===== config.mk =====
export PLATFORM = sky130hd
export DESIGN_NAME = conv_output_collector
export DESIGN_NICKNAME = d
export VERILOG_FILES = /design/src/rtl/conv_pkg.sv /design/src/rtl/sync_fifo.sv /design/src/rtl/conv_output_collector.sv
export SDC_FILE = /design/constraint.sdc
export NUM_CORES = 1
export LEC_CHECK = 0
export BUFFER_PORTS_ARGS = -buffer_cell sky130_fd_sc_hd__buf_2
export CORE_AREA = 2 2 213 215
export CTS_CLUSTER_DIAMETER = 200
export DETAILED_ROUTE_END_ITERATION = 6
export DIE_AREA = 0 0 215 217
export HOLD_SLACK_MARGIN = 0.15
export PLACE_DENSITY = 0.63
export SETUP_SLACK_MARGIN = 0.02
export SYNTH_ARGS = -nofsm -noshare
export SYNTH_HDL_FRONTEND = slang
export SYNTH_SLANG_ARGS = --single-unit

===== constraint.sdc =====
create_clock -name clk -period 6.1 [get_ports clk]
set_clock_uncertainty 0.2 [all_clocks]
set_input_delay 0.61 -clock clk [delete_from_list [all_inputs] [get_ports clk]]
set_output_delay 0.61 -clock clk [all_outputs]
set_load 0.05 [all_outputs]

===== src/rtl/conv_pkg.sv =====
// Shared types and constants for the convolution output collector.
package conv_pkg;

   typedef enum logic [1:0] {
      IDLE,
      WARMUP,
      COLLECT,
      DRAIN
   } collector_state_t;

   localparam int KERNEL_SIZE = 3;

   // Two full line buffers plus the window register and output pipeline stages.
   function automatic int conv_latency(input int row_size);
      return (KERNEL_SIZE - 1) * row_size + KERNEL_SIZE + 2;
   endfunction

endpackage


===== src/rtl/sync_fifo.sv =====
// Synchronous FIFO with a registered head entry; push to head visible 1 cycle later.
// Push is refused when full unless a pop happens in the same cycle.
module sync_fifo #(
   parameter int WIDTH = 8,
   parameter int DEPTH = 16
) (
   input  logic                       clk,
   input  logic                       rst,
   input  logic                       push,
   input  logic [WIDTH-1:0]           push_data,
   input  logic                       pop,
   output logic [WIDTH-1:0]           head_data,
   output logic                       head_valid,
   output logic [$clog2(DEPTH+1)-1:0] count,
   output logic                       full,
   output logic                       empty
);

   localparam int PTR_W = (DEPTH > 1) ? $clog2(DEPTH) : 1;
   localparam int CNT_W = $clog2(DEPTH + 1);

   logic [WIDTH-1:0] mem [DEPTH];
   logic [PTR_W-1:0] wr_ptr;
   logic [PTR_W-1:0] rd_ptr;
   logic [CNT_W-1:0] store_cnt;
   logic             do_pop;
   logic             do_push;
   logic             load_head;
   logic             from_store;
   logic             bypass;
   logic             to_store;

   assign do_pop     = pop && head_valid;
   assign do_push    = push && (!full || do_pop);
   assign load_head  = !head_valid || do_pop;
   assign from_store = load_head && (store_cnt != '0);
   // An empty store lets a push land straight in the head register.
   assign bypass     = load_head && (store_cnt == '0) && do_push;
   assign to_store   = do_push && !bypass;

   assign count = store_cnt + CNT_W'(head_valid);
   assign full  = (count == CNT_W'(DEPTH));
   assign empty = !head_valid;

   always_ff @(posedge clk) begin
      if (to_store) begin
         mem[wr_ptr] <= push_data;
      end
   end

   always_ff @(posedge clk) begin
      if (rst) begin
         wr_ptr     <= '0;
         rd_ptr     <= '0;
         store_cnt  <= '0;
         head_data  <= '0;
         head_valid <= 1'b0;
      end else begin
         if (to_store) begin
            wr_ptr <= wr_ptr + PTR_W'(1);
         end
         if (from_store) begin
            head_data <= mem[rd_ptr];
            rd_ptr    <= rd_ptr + PTR_W'(1);
         end else if (bypass) begin
            head_data <= push_data;
         end
         if (load_head) begin
            head_valid <= from_store || bypass;
         end
         store_cnt <= store_cnt + CNT_W'(to_store) - CNT_W'(from_store);
      end
   end

endmodule


===== src/rtl/conv_output_collector.sv =====
// Keeps only interior 3x3 windows from the convolution stream and queues them with coordinates.
// Push-to-outValid latency 1 cycle; samples arriving while the FIFO is full are dropped (sticky overflow).
module conv_output_collector
   import conv_pkg::*;
#(
   parameter int WORD_SIZE    = 8,
   parameter int ROW_SIZE     = 540,
   parameter int COL_SIZE     = 540,
   parameter int PIPE_LATENCY = conv_latency(ROW_SIZE),
   parameter int FIFO_DEPTH   = 16
) (
   input  logic                          clk,
   input  logic                          rst,
   input  logic                          start,
   input  logic [WORD_SIZE-1:0]          inputPixel,
   output logic                          outValid,
   input  logic                          outReady,
   output logic [WORD_SIZE-1:0]          outPixel,
   output logic [$clog2(COL_SIZE-2)-1:0] outRow,
   output logic [$clog2(ROW_SIZE-2)-1:0] outCol,
   output logic                          outLast,
   output logic                          busy,
   output logic                          overflow
);

   localparam int ROW_W   = $clog2(COL_SIZE - 2);
   localparam int COL_W   = $clog2(ROW_SIZE - 2);
   localparam int SCAN_W  = $clog2(ROW_SIZE);
   localparam int WARM_W  = $clog2(PIPE_LATENCY) + 1;
   localparam int CNT_W   = $clog2(FIFO_DEPTH + 1);
   localparam int ENTRY_W = WORD_SIZE + ROW_W + COL_W + 1;
   localparam int BORDER  = KERNEL_SIZE - 1;

   localparam logic [WARM_W-1:0] WARM_LOAD    = WARM_W'(PIPE_LATENCY - 1);
   localparam logic [SCAN_W-1:0] COL_KEEP_MAX = SCAN_W'(ROW_SIZE - 1 - BORDER);
   localparam logic [SCAN_W-1:0] COL_WRAP     = SCAN_W'(ROW_SIZE - 1);
   localparam logic [ROW_W-1:0]  ROW_FINAL    = ROW_W'(COL_SIZE - 1 - BORDER);

   collector_state_t   state;
   collector_state_t   next_state;
   logic [WARM_W-1:0]  warm_cnt;
   logic [SCAN_W-1:0]  scan_col;
   logic [ROW_W-1:0]   scan_row;
   logic               keep;
   logic               final_pos;
   logic               pop;
   logic               drop;
   logic [ENTRY_W-1:0] push_entry;
   logic [ENTRY_W-1:0] head_data;
   logic               head_valid;
   logic [CNT_W-1:0]   fifo_cnt;
   logic               fifo_full;
   logic               fifo_empty;

   assign pop        = head_valid && outReady;
   // Columns past COL_KEEP_MAX are windows straddling two input rows.
   assign keep       = (state == COLLECT) && (scan_col <= COL_KEEP_MAX);
   assign final_pos  = (scan_row == ROW_FINAL) && (scan_col == COL_KEEP_MAX);
   assign drop       = keep && fifo_full && !pop;
   assign push_entry = {inputPixel, scan_row, scan_col[COL_W-1:0], final_pos};

   always_comb begin
      next_state = state;
      case (state)
         IDLE:    if (start) next_state = WARMUP;
         // Leave on the edge the counter reaches zero so raw (0,0) is the first COLLECT sample.
         WARMUP:  if (warm_cnt <= WARM_W'(1)) next_state = COLLECT;
         COLLECT: if (final_pos) next_state = DRAIN;
         DRAIN:   if (fifo_empty || (fifo_cnt == CNT_W'(1) && pop)) next_state = IDLE;
         default: next_state = IDLE;
      endcase
   end

   always_ff @(posedge clk) begin
      if (rst) begin
         state    <= IDLE;
         warm_cnt <= '0;
         scan_col <= '0;
         scan_row <= '0;
         overflow <= 1'b0;
      end else begin
         state <= next_state;
         case (state)
            IDLE: begin
               warm_cnt <= WARM_LOAD;
               scan_col <= '0;
               scan_row <= '0;
               if (start) overflow <= 1'b0;
            end
            WARMUP: begin
               if (warm_cnt != '0) warm_cnt <= warm_cnt - WARM_W'(1);
            end
            COLLECT: begin
               if (scan_col == COL_WRAP) begin
                  scan_col <= '0;
                  scan_row <= scan_row + ROW_W'(1);
               end else begin
                  scan_col <= scan_col + SCAN_W'(1);
               end
               if (drop) overflow <= 1'b1;
            end
            default: ;
         endcase
      end
   end

   sync_fifo #(
      .WIDTH (ENTRY_W),
      .DEPTH (FIFO_DEPTH)
   ) u_fifo (
      .clk        (clk),
      .rst        (rst),
      .push       (keep),
      .push_data  (push_entry),
      .pop        (outReady),
      .head_data  (head_data),
      .head_valid (head_valid),
      .count      (fifo_cnt),
      .full       (fifo_full),
      .empty      (fifo_empty)
   );

   assign outValid = head_valid;
   assign {outPixel, outRow, outCol, outLast} = head_data;
   assign busy = (state != IDLE);

endmodule


**Yosys cells after proc, flatten, opt, wreduce, memory -nomap -nowiden**

Memories as Yosys holds them, arrays and structs flattened. A register that Yosys moved wholly into a read port is not among the register bits.
Index checks and enable logic that the tools add are counted.

- Bits of input ports: 12
- Memories: 1
- Bits in writable memories: 464
- Register bits: 78
- Bits in read-only memories: 0
- Latch bits: 0
- Output and inout bits: 32

- Add/sub/neg operators: 8
- Bitwise gates (word level): 0
- Shift operators: 0
- Equal/unequal tests: 15
- Magnitude comparators: 2
- Reduce and logical (&&, ||, !) cells: 31
- Div/mod/pow operators: 0
- $mul: 0
- Mux-type cells: 20

Memory list:

| memory | words | bits a word | rd ports | clocked after memory_dff | wr ports | line | text |
|---|---|---|---|---|---|---|---|
| u_fifo.mem | 16 | 29 | 1 | 1 | 1 | sync_fifo.sv:22 | `logic [WIDTH-1:0] mem [DEPTH];` |

Operators with widths:

| kind | count |
|---|---|
| $mux W29 | 2 |
| $pmux W10 S2 | 2 |
| $eq A10 B10 Y1 const B | 3 |
| $pmux W12 S2 | 1 |
| $add A10 B1 Y10 const B | 2 |
| $mux W10 | 2 |
| $le A12 B1 Y1 const B | 1 |
| $mux W12 | 1 |
| $ne A2 B2 Y1 const B | 6 |
| $reduce_bool A12 Y1 | 1 |
| $sub A12 B1 Y12 const B | 1 |
| $logic_and A1 B1 Y1 | 11 |
| $add A5 B1 Y5 | 2 |
| $le A10 B10 Y1 const B | 1 |
| $add A4 B1 Y4 const B | 2 |
| $mux W2 | 4 |
| $mux W4 | 2 |
| $pmux W2 S4 | 1 |
| $reduce_bool A2 Y1 | 4 |
| $eq A5 B1 Y1 const B | 1 |
| $eq A5 B5 Y1 const B | 1 |
| $logic_not A5 Y1 | 1 |
| $reduce_bool A5 Y1 | 1 |
| $sub A5 B1 Y5 | 1 |
| 11 further kinds | 22 |

**Logic depth before layout (Yosys ltp)**

Gate-level depths: netlist of the first run.

- Depth after elaboration: 10
- Mapped depth: 16

**By module**

Synthesis of the first run repeated with hierarchy kept, for this count alone.

- Cells, all modules: 1193
- Area total of the unflattened synthesis: 21877.2 µm²

Modules (own cells, without submodules):

| module | seq. area each (µm²) | times used | cells each | area an instance (µm²) |
|---|---|---|---|---|
| sync_fifo | 14874.3 | 1 | 945 | 19815.3 |
| conv_output_collector | 700.7 | 1 | 248 | 2062.0 |

**Worst setup path after synthesis of the first run**

Ideal clock, no wire load.

- Path kind: register -> register
- Start: reg u_fifo.head_valid
- End: mem u_fifo.mem[2][0] (netlist bit), enable pin
- Period minus slack after synthesis: 5.691 ns
- Data required time: 5.401 ns
- Buffers on the path: 0
- Stages on the path, launching flop included: 8
- Setup slack: 0.409 ns
- Data arrival time: 4.993 ns
- Path through: dfxtp_1 -> ha_1 -> ha_1 -> a21boi_0 -> o21ai_0 -> o211a_4 -> nand2_1 -> nor4b_1

- Longest elaborated chain between the ends: 10
- Elaborated cells between the ends (all ways): 14
- Classes of those cells: add/sub (1); eq/ne (1); mux (2); reduce/logical (10)

RTL lines:

| what | line | text |
|---|---|---|
| start: declaration | sync_fifo.sv:13 | `output logic head_valid,` |
| start signal: assignment | sync_fifo.sv:69 | `head_valid <= from_store \|\| bypass;` |
| $add A5 B1 Y5 | sync_fifo.sv:41 | `assign count = store_cnt + CNT_W'(head_valid);` |
| $eq A5 B5 Y1 | sync_fifo.sv:42 | `assign full = (count == CNT_W'(DEPTH));` |
| $logic_not A1 Y1 | sync_fifo.sv:34 | `assign do_push = push && (!full \|\| do_pop);` |
| $logic_or A1 B1 Y1 | sync_fifo.sv:34 |  |
| $logic_and A1 B1 Y1 | sync_fifo.sv:34 |  |
| $logic_and A1 B1 Y1 | sync_fifo.sv:38 | `assign bypass = load_head && (store_cnt == '0) && do_push;` |
| $logic_not A1 Y1 | sync_fifo.sv:39 | `assign to_store = do_push && !bypass;` |
| $logic_and A1 B1 Y1 * | sync_fifo.sv:39 |  |
| $mux W1 * | sync_fifo.sv:46 | `if (to_store) begin` |
| $mux W1 (implied by the code) * | sync_fifo.sv:47 | `mem[wr_ptr] <= push_data;` |
| end: declaration | sync_fifo.sv:22 |  |

Mark *: on every way between the ends. The rest lies on a longest branch, timed or not.

**Final worst setup path of the first run**

- Start: reg scan_col[0]
- End: mem u_fifo.mem[6][19] (netlist bit), enable pin

- Longest elaborated chain between the ends: 8

RTL lines:

| what | line | text |
|---|---|---|
| start: declaration | conv_output_collector.sv:42 | `logic [SCAN_W-1:0] scan_col;` |
| start signal: assignment | conv_output_collector.sv:98 | `scan_col <= scan_col + SCAN_W'(1);` |
| $le A10 B10 Y1 * | conv_output_collector.sv:57 | `assign keep = (state == COLLECT) && (scan_col <= COL_KEEP_MAX);` |
| $logic_and A1 B1 Y1 * | conv_output_collector.sv:57 |  |
| $logic_and A1 B1 Y1 * | sync_fifo.sv:34 |  |
| $logic_and A1 B1 Y1 | sync_fifo.sv:38 |  |
| $logic_not A1 Y1 | sync_fifo.sv:39 |  |
| $logic_and A1 B1 Y1 * | sync_fifo.sv:39 |  |
| named net u_fifo.to_store | sync_fifo.sv:31 | `logic to_store;` |
| $mux W1 * | sync_fifo.sv:46 |  |
| $mux W1 (implied by the code) * | sync_fifo.sv:47 |  |

The timed path passes the listed nets; every way through them passes the cells marked *.

==> run metrics, run 1 <==
actual slew at the worst max-slew pin=1.271 ns; XOR/XNOR share of the synthesized area=0.7200%; CTS sink cnt=546; Worst setup EP type=flop; clock-pin slew on the worst setup and hold paths=~0.060 ns; Synth area leader=edfxtp_1; crit path DAT=4.79 ns; switching share of total power=30.68%; CTS tree=yes; Tcrit/Tclk final=78.48%; Pint=just over 0.007 W; flop-to-flop setup slack=1.31 ns; DR iter-0 viols=1,171; Routability Congestion=0.7914; mux cell area share after synthesis=15.22%; top-count cell post-synth=edfxtp_1; power share of the sequential group=43.4%; drc violations=0; nature of the critical path startpoint=flop; Clock power frac=31.3%; Slew headroom=15.04%; simple-gate share of the synthesized area=between 5 and 6%; Synth Register Bits=~550; Async SR Flop Fraction=0%; initial antenna violation count=1; Avg WL per Cell=about 25 microns; Synth top area share=63.63%; via/cell ratio=5.949; mean post-synth cell area=18.52 sq um; root buffer cell=clkbuf_16; Post-synth EDFFs=464; Total Routing Usage GR=20.91%; post-CTS setup buffers=0; DP HPWL=26.78 mm; Crit Path Category=reg2reg; pwr dens=424.2 nW/um^2; setup TNS=0 ns; HP Class=in2reg; top cells by area, synth=edfxtp_1, mux4_2, dfxtp_1, ha_1, nand2_1; Setup WS pre-CTS=1.323 ns; CTS max path bufs=3; largest net degree at the start of global routing=between 60 and 70; Layout area overhead=12.35%; Yosys warnings=0; clock latency at the later pin of the worst-skew pair=0.60 ns; FP Rows=78; FMAX=208.9 MHz; CTS HTree Levels=2; drt pass-1 iters=5; die height=217 microns; Routed Antenna Nets=0; IO Port Bufs=43; Core Area=between 40,000 and 50,000 sq um; Num CTS Buffers=56; share of cells above drive strength 1=26.34%; maximum vdd drop=320.2 uV; Synth Net Count=1,221; number of global-route vias before repair=11,690; setup ws final=around 1.3 ns; max-slew violations=0; Hold Fails Final Rpt=0; final WL=47.27 mm; register area share after synthesis=71.13%; Cell Area, Synth=21,900 sq um; peak fanout along the critical path=33; gr ovfl total=0; I/O pin total=44; Max-Cap Viols=0; Synth Area in Adders=~1.6%; Vias=11,230; Lkg Pwr=just under 8 nW; post-synth cell types=67; NetSw=0.003201 W; fin crit period=4.787 ns; unrepaired setup endpoints after global routing=no; Nets=1,279; Initial Util=48.99%; largest family of logic cells by synthesized area=multiplexers; Logic pwr share=about a quarter; Synth Instances=1,182; status=finished clean; Most used DFF post-synth=edfxtp_1; die area=approximately 47,000 sq um; final setup vio count=0; Worst Path Required=6.10 ns; most frequent cells after synthesis=edfxtp_1, mux4_2, dfxtp_1; antenna diode count=0; Resized cells post-CTS=0; DIE WIDTH=215 microns; post-synthesis compound-gate area fraction=3.469%; first-pass GRT wire length=just over 70 mm
-- per-layer routing --
layer,vias up,share of wire (%),global-route usage (%)
met4,0,2.3,6.368
li1,4926,-,-
met2,336,47,32.89
met5,-,0,0
met1,5895,44,30.41
met3,68,6.1,3.466
-- critical path, cell delays in order (launching register included) --
cell	delay, ns
dfxtp_1	0.83
ha_1	0.29
nor2_1	0.05
a21oi_1	0.32
o211a_4	0.61
nand2_1	0.64
inv_1	0.38
and4b_2	1.03
-- path summary, 6_finish.rpt --
kind,start,end,cells past startpoint
min,inputPixel[6],u_fifo.mem[11][27]$_DFFE_PP_,1
max,scan_col[0]$_SDFFE_PP0P_,u_fifo.mem[6][19]$_DFFE_PP_,7
max reg2reg,scan_col[0]$_SDFFE_PP0P_,u_fifo.mem[6][19]$_DFFE_PP_,7
min reg2reg,u_fifo.head_data[17]$_SDFFE_PP0P_,u_fifo.head_data[17]$_SDFFE_PP0P_,2
-- power by group through the flow --
stage	Sequential (W)	Clock [W]	Combinational (W)
floorplan	0.00477	0	0.00181
global placement	0.00460	0	0.00264
detailed placement	0.00461	0	0.00266
CTS	0.00454	0.00332	0.00267
global route	0.00457	0.00349	0.00285
finish	0.00453	0.00327	0.00264
-- state kept, by name, summed over array words and instances, names as in the netlist, named ones only --
name	count
scan_col	10
warm_cnt	12
u_fifo.wr_ptr	4
state	2
scan_row	10
u_fifo.mem	464
u_fifo.head_valid	1
u_fifo.rd_ptr	4
u_fifo.store_cnt	5
u_fifo.head_data	29
overflow	1
-- per-stage QoR --
stage / hold slack [ns] / total power [W] / util, % / instance area [sq um] / std cells
global route: 0.1860 / 0.01090 / 55.04 / 24600 / 1887
global placement: 0.2632 / 0.007249 / 51.08 / 22830 / 1781
detailed placement: 0.2685 / 0.007269 / 51.08 / 22830 / 1781
CTS: 0.1687 / 0.01053 / 55.04 / 24600 / 1887
finish: 0.2034 / 0.01044 / 55.04 / 24600 / 1887
floorplan: 0.2324 / 0.006577 / - / 21900 / 1182
-- cell type report --
class | instances | area (sq um)
flip-flops and latches | 546 | 15580
clock inverters | 25 | 187.7
fillers | 3520 | 20100
inverters | 24 | 90.09
multi-input cells | 544 | 5984
well taps | 600 | 750.7
clock buffers | 80 | 1573
repair buffers | 68 | 430.4
-- placed cells by master (no fill, tap or decap), types with 5 or more instances in the layout --
| cell type | synthesis | routed |
|---|---|---|
| a21oi_1 | 26 | 26 |
| a311oi_1 | 7 | 7 |
| and3_1 | 6 | 6 |
| and4b_2 | 0 | 5 |
| buf_2 | 15 | 43 |
| buf_4 | 6 | 22 |
| clkbuf_1 | 33 | 17 |
| clkbuf_16 | 0 | 57 |
| clkbuf_8 | 1 | 6 |
| clkinv_1 | 0 | 9 |
| clkinv_2 | 0 | 7 |
| dfxtp_1 | 82 | 78 |
| edfxtp_1 | 464 | 464 |
| ha_1 | 26 | 26 |
| inv_1 | 24 | 24 |
| mux2_2 | 5 | 5 |
| mux4_2 | 143 | 143 |
| nand2_1 | 68 | 68 |
| nand3_1 | 20 | 20 |
| nand4_1 | 28 | 28 |
| nor2_1 | 48 | 42 |
| nor2_4 | 2 | 7 |
| nor2b_1 | 5 | 5 |
| nor3_1 | 16 | 13 |
| nor4_1 | 5 | 5 |
| o211ai_1 | 27 | 27 |
| o21ai_0 | 17 | 17 |
| or3_1 | 6 | 6 |
| or4_1 | 5 | 5 |
| xnor2_1 | 10 | 10 |
| xor2_1 | 8 | 8 |
-- timing repair --
item                                    4_1_cts  5_1_grt
endpoints found under the setup margin        0        0
hold endpoints to repair                      1        0
hold buffers                                  1        0
-- kinds of logic after synthesis --
| logic type | after synthesis |
|---|---|
| buf+inv | 92 |
| simple gates | 243 |
| fa+ha+maj | 27 |
| xor+xnor | 18 |
| mux | 153 |
| flops | 546 |
| compound gates | 103 |
Note: power is estimated with default switching activity, not from simulation.
==> run 2: changes to the inputs <==
--- a/config.mk
+++ b/config.mk
@@ -11,7 +11,7 @@
 export DETAILED_ROUTE_END_ITERATION = 6
 export DIE_AREA = 0 0 215 217
 export HOLD_SLACK_MARGIN = 0.15
-export PLACE_DENSITY = 0.63
+export PLACE_DENSITY = 0.66
 export SETUP_SLACK_MARGIN = 0.02
 export SYNTH_ARGS = -nofsm -noshare
 export SYNTH_HDL_FRONTEND = slang
==> constraint.sdc (replaced) <==
create_clock -name clk -period 4.16 [get_ports clk]
set_clock_uncertainty 0.2 [all_clocks]
set_input_delay 0.416 -clock clk [delete_from_list [all_inputs] [get_ports clk]]
set_output_delay 0.416 -clock clk [all_outputs]
set_load 0.05 [all_outputs]
==> run metrics, run 2 (same netlist as run 1, synthesis figures left out) <==
NetSw=about 0.0047 W; fin crit period=approximately 3.7 ns; most common cell after layout, fill and taps aside=edfxtp_1; initial antenna violation count=0; Routability Congestion=0.7751; Hold Fails Final Rpt=0; Tcrit/Tclk final=88.75%; DR iter-0 viols=1,206; setup ws final=0.4681 ns; pwr dens=627.8 nW/um^2; Num CTS Buffers=55; Clock power frac=33.0%; IO Port Bufs=43; CTS HTree Levels=2; drt pass-1 iters=5; first-pass GRT wire length=between 70 and 80 mm; Largest register FFs=464; status=finished clean; Total Routing Usage GR=approximately 21%; share of cells above drive strength 1=28.17%; Initial Util=around half; power share of the sequential group=41.6%; Layout area overhead=14.82%; final core area utilization=about 56%; cts hold-fix bufs=10; gr ovfl total=0; Crit Path Category=reg2reg; maximum vdd drop=~600 uV; Largest Register=u_fifo.mem; total power=0.01578 W; final setup vio count=0; peak fanout along the critical path=12; Setup WS pre-CTS=around 0.49 ns; clock latency at the later pin of the worst-skew pair=0.59 ns; FMAX=270.9 MHz; actual slew at the worst max-slew pin=1.118 ns; CTS tree=yes; unrepaired setup endpoints after global routing=no; commonest non-fill, non-tap cells in the layout=edfxtp_1, mux4_2, dfxtp_1, nand2_1, clkbuf_16; DP HPWL=26.36 mm; DIE WIDTH=215 microns; number of global-route vias before repair=11,610; crit path DAT=~4.0 ns; drc violations=0; via/cell ratio=5.989; Hold WS=just under 0.2 ns; top flop regs=u_fifo.mem: 464 flops, u_fifo.head_data: 29 flops, warm_cnt: 12 flops; Worst Path Required=4.48 ns; Core Area=44,700 sq um; Avg WL per Cell=24.93 microns; Slew headroom=24.77%; HP Class=in2reg; switching share of total power=29.70%; Pint=0.01110 W; final WL=47.65 mm; Worst setup EP type=flop; Routed Antenna Nets=0; die height=217 microns; Lkg Pwr=between 8 and 9 nW; FP Rows=between 70 and 80; Max-Cap Viols=0; I/O pin total=44; Nets=roughly 1,300; clock-pin slew on the worst setup and hold paths=~0.06 ns; root buffer cell=clkbuf_16; nature of the critical path startpoint=flop; CTS sink cnt=546; Vias=11,450; CTS max path bufs=3; die area=46,660 sq um; post-CTS setup buffers=0; Resized cells post-CTS=0; max-slew violations=0; Logic pwr share=25.4%; largest net degree at the start of global routing=52
-- run 2: final timing paths --
path                                                   startpoint                           endpoint  depth (start not counted)  slack, ns
worst max-delay path               u_fifo.head_valid$_SDFFE_PP0P_     u_fifo.store_cnt[4]$_SDFF_PP0_                         16       0.47
worst min-delay path                                     outReady   u_fifo.head_data[1]$_SDFFE_PP0P_                          4       0.19
worst max register to register     u_fifo.head_valid$_SDFFE_PP0P_     u_fifo.store_cnt[4]$_SDFF_PP0_                         16       0.47
worst min register to register  u_fifo.head_data[18]$_SDFFE_PP0P_  u_fifo.head_data[18]$_SDFFE_PP0P_                          2       0.28
-- run 2: layout make-up --
cell class,count,area (sq um)
multi-input combinational,544,5993
timing repair buffer,98,803.3
fill,3420,19560
tap,600,750.7
inverter,24,90.09
sequential,546,15580
clock inverter,36,461.7
antenna,1,2.502
clock buffer,62,1455
-- run 2: power groups by stage --
stage / Clock (W) / Sequential [W] / Combinational [W]
after floorplan: 0 / 0.00699 / 0.00265
after global placement: 0 / 0.00668 / 0.00398
after detailed placement: 0 / 0.00669 / 0.00403
after CTS: 0.00532 / 0.00657 / 0.00405
after global routing: 0.00550 / 0.00661 / 0.00431
final: 0.00521 / 0.00657 / 0.00400
-- run 2: metrics by stage --
stage                     area (sq um)  setup TNS [ns]  instances
after floorplan                  21900          -78.58       1182
after global placement           23120               0       1802
after detailed placement         23120               0       1802
after CTS                        25140               0       1910
after global routing             25140               0       1910
final                            25140               0       1911
-- run 2: worst max-delay path: stages (launching register included) --
cell,delay (ns)
dfxtp_1,0.34
ha_1,0.24
ha_1,0.22
xor2_1,0.17
a211o_2,0.37
o211a_4,0.26
nand2_1,0.06
buf_4,0.29
inv_1,0.18
ha_1,0.26
inv_1,0.08
fa_1,0.20
inv_1,0.05
a21oi_1,0.14
nor2_1,0.07
or3_1,0.34
a21oi_1,0.14
-- run 2: metal layers --
metal	wire length [microns]	up-vias	track usage, %
met3	3052	67	3.620
met1	20580	6023	29.06
li1	-	4982	-
met2	23020	373	34.00
met4	992	0	5.747
met5	0	-	0
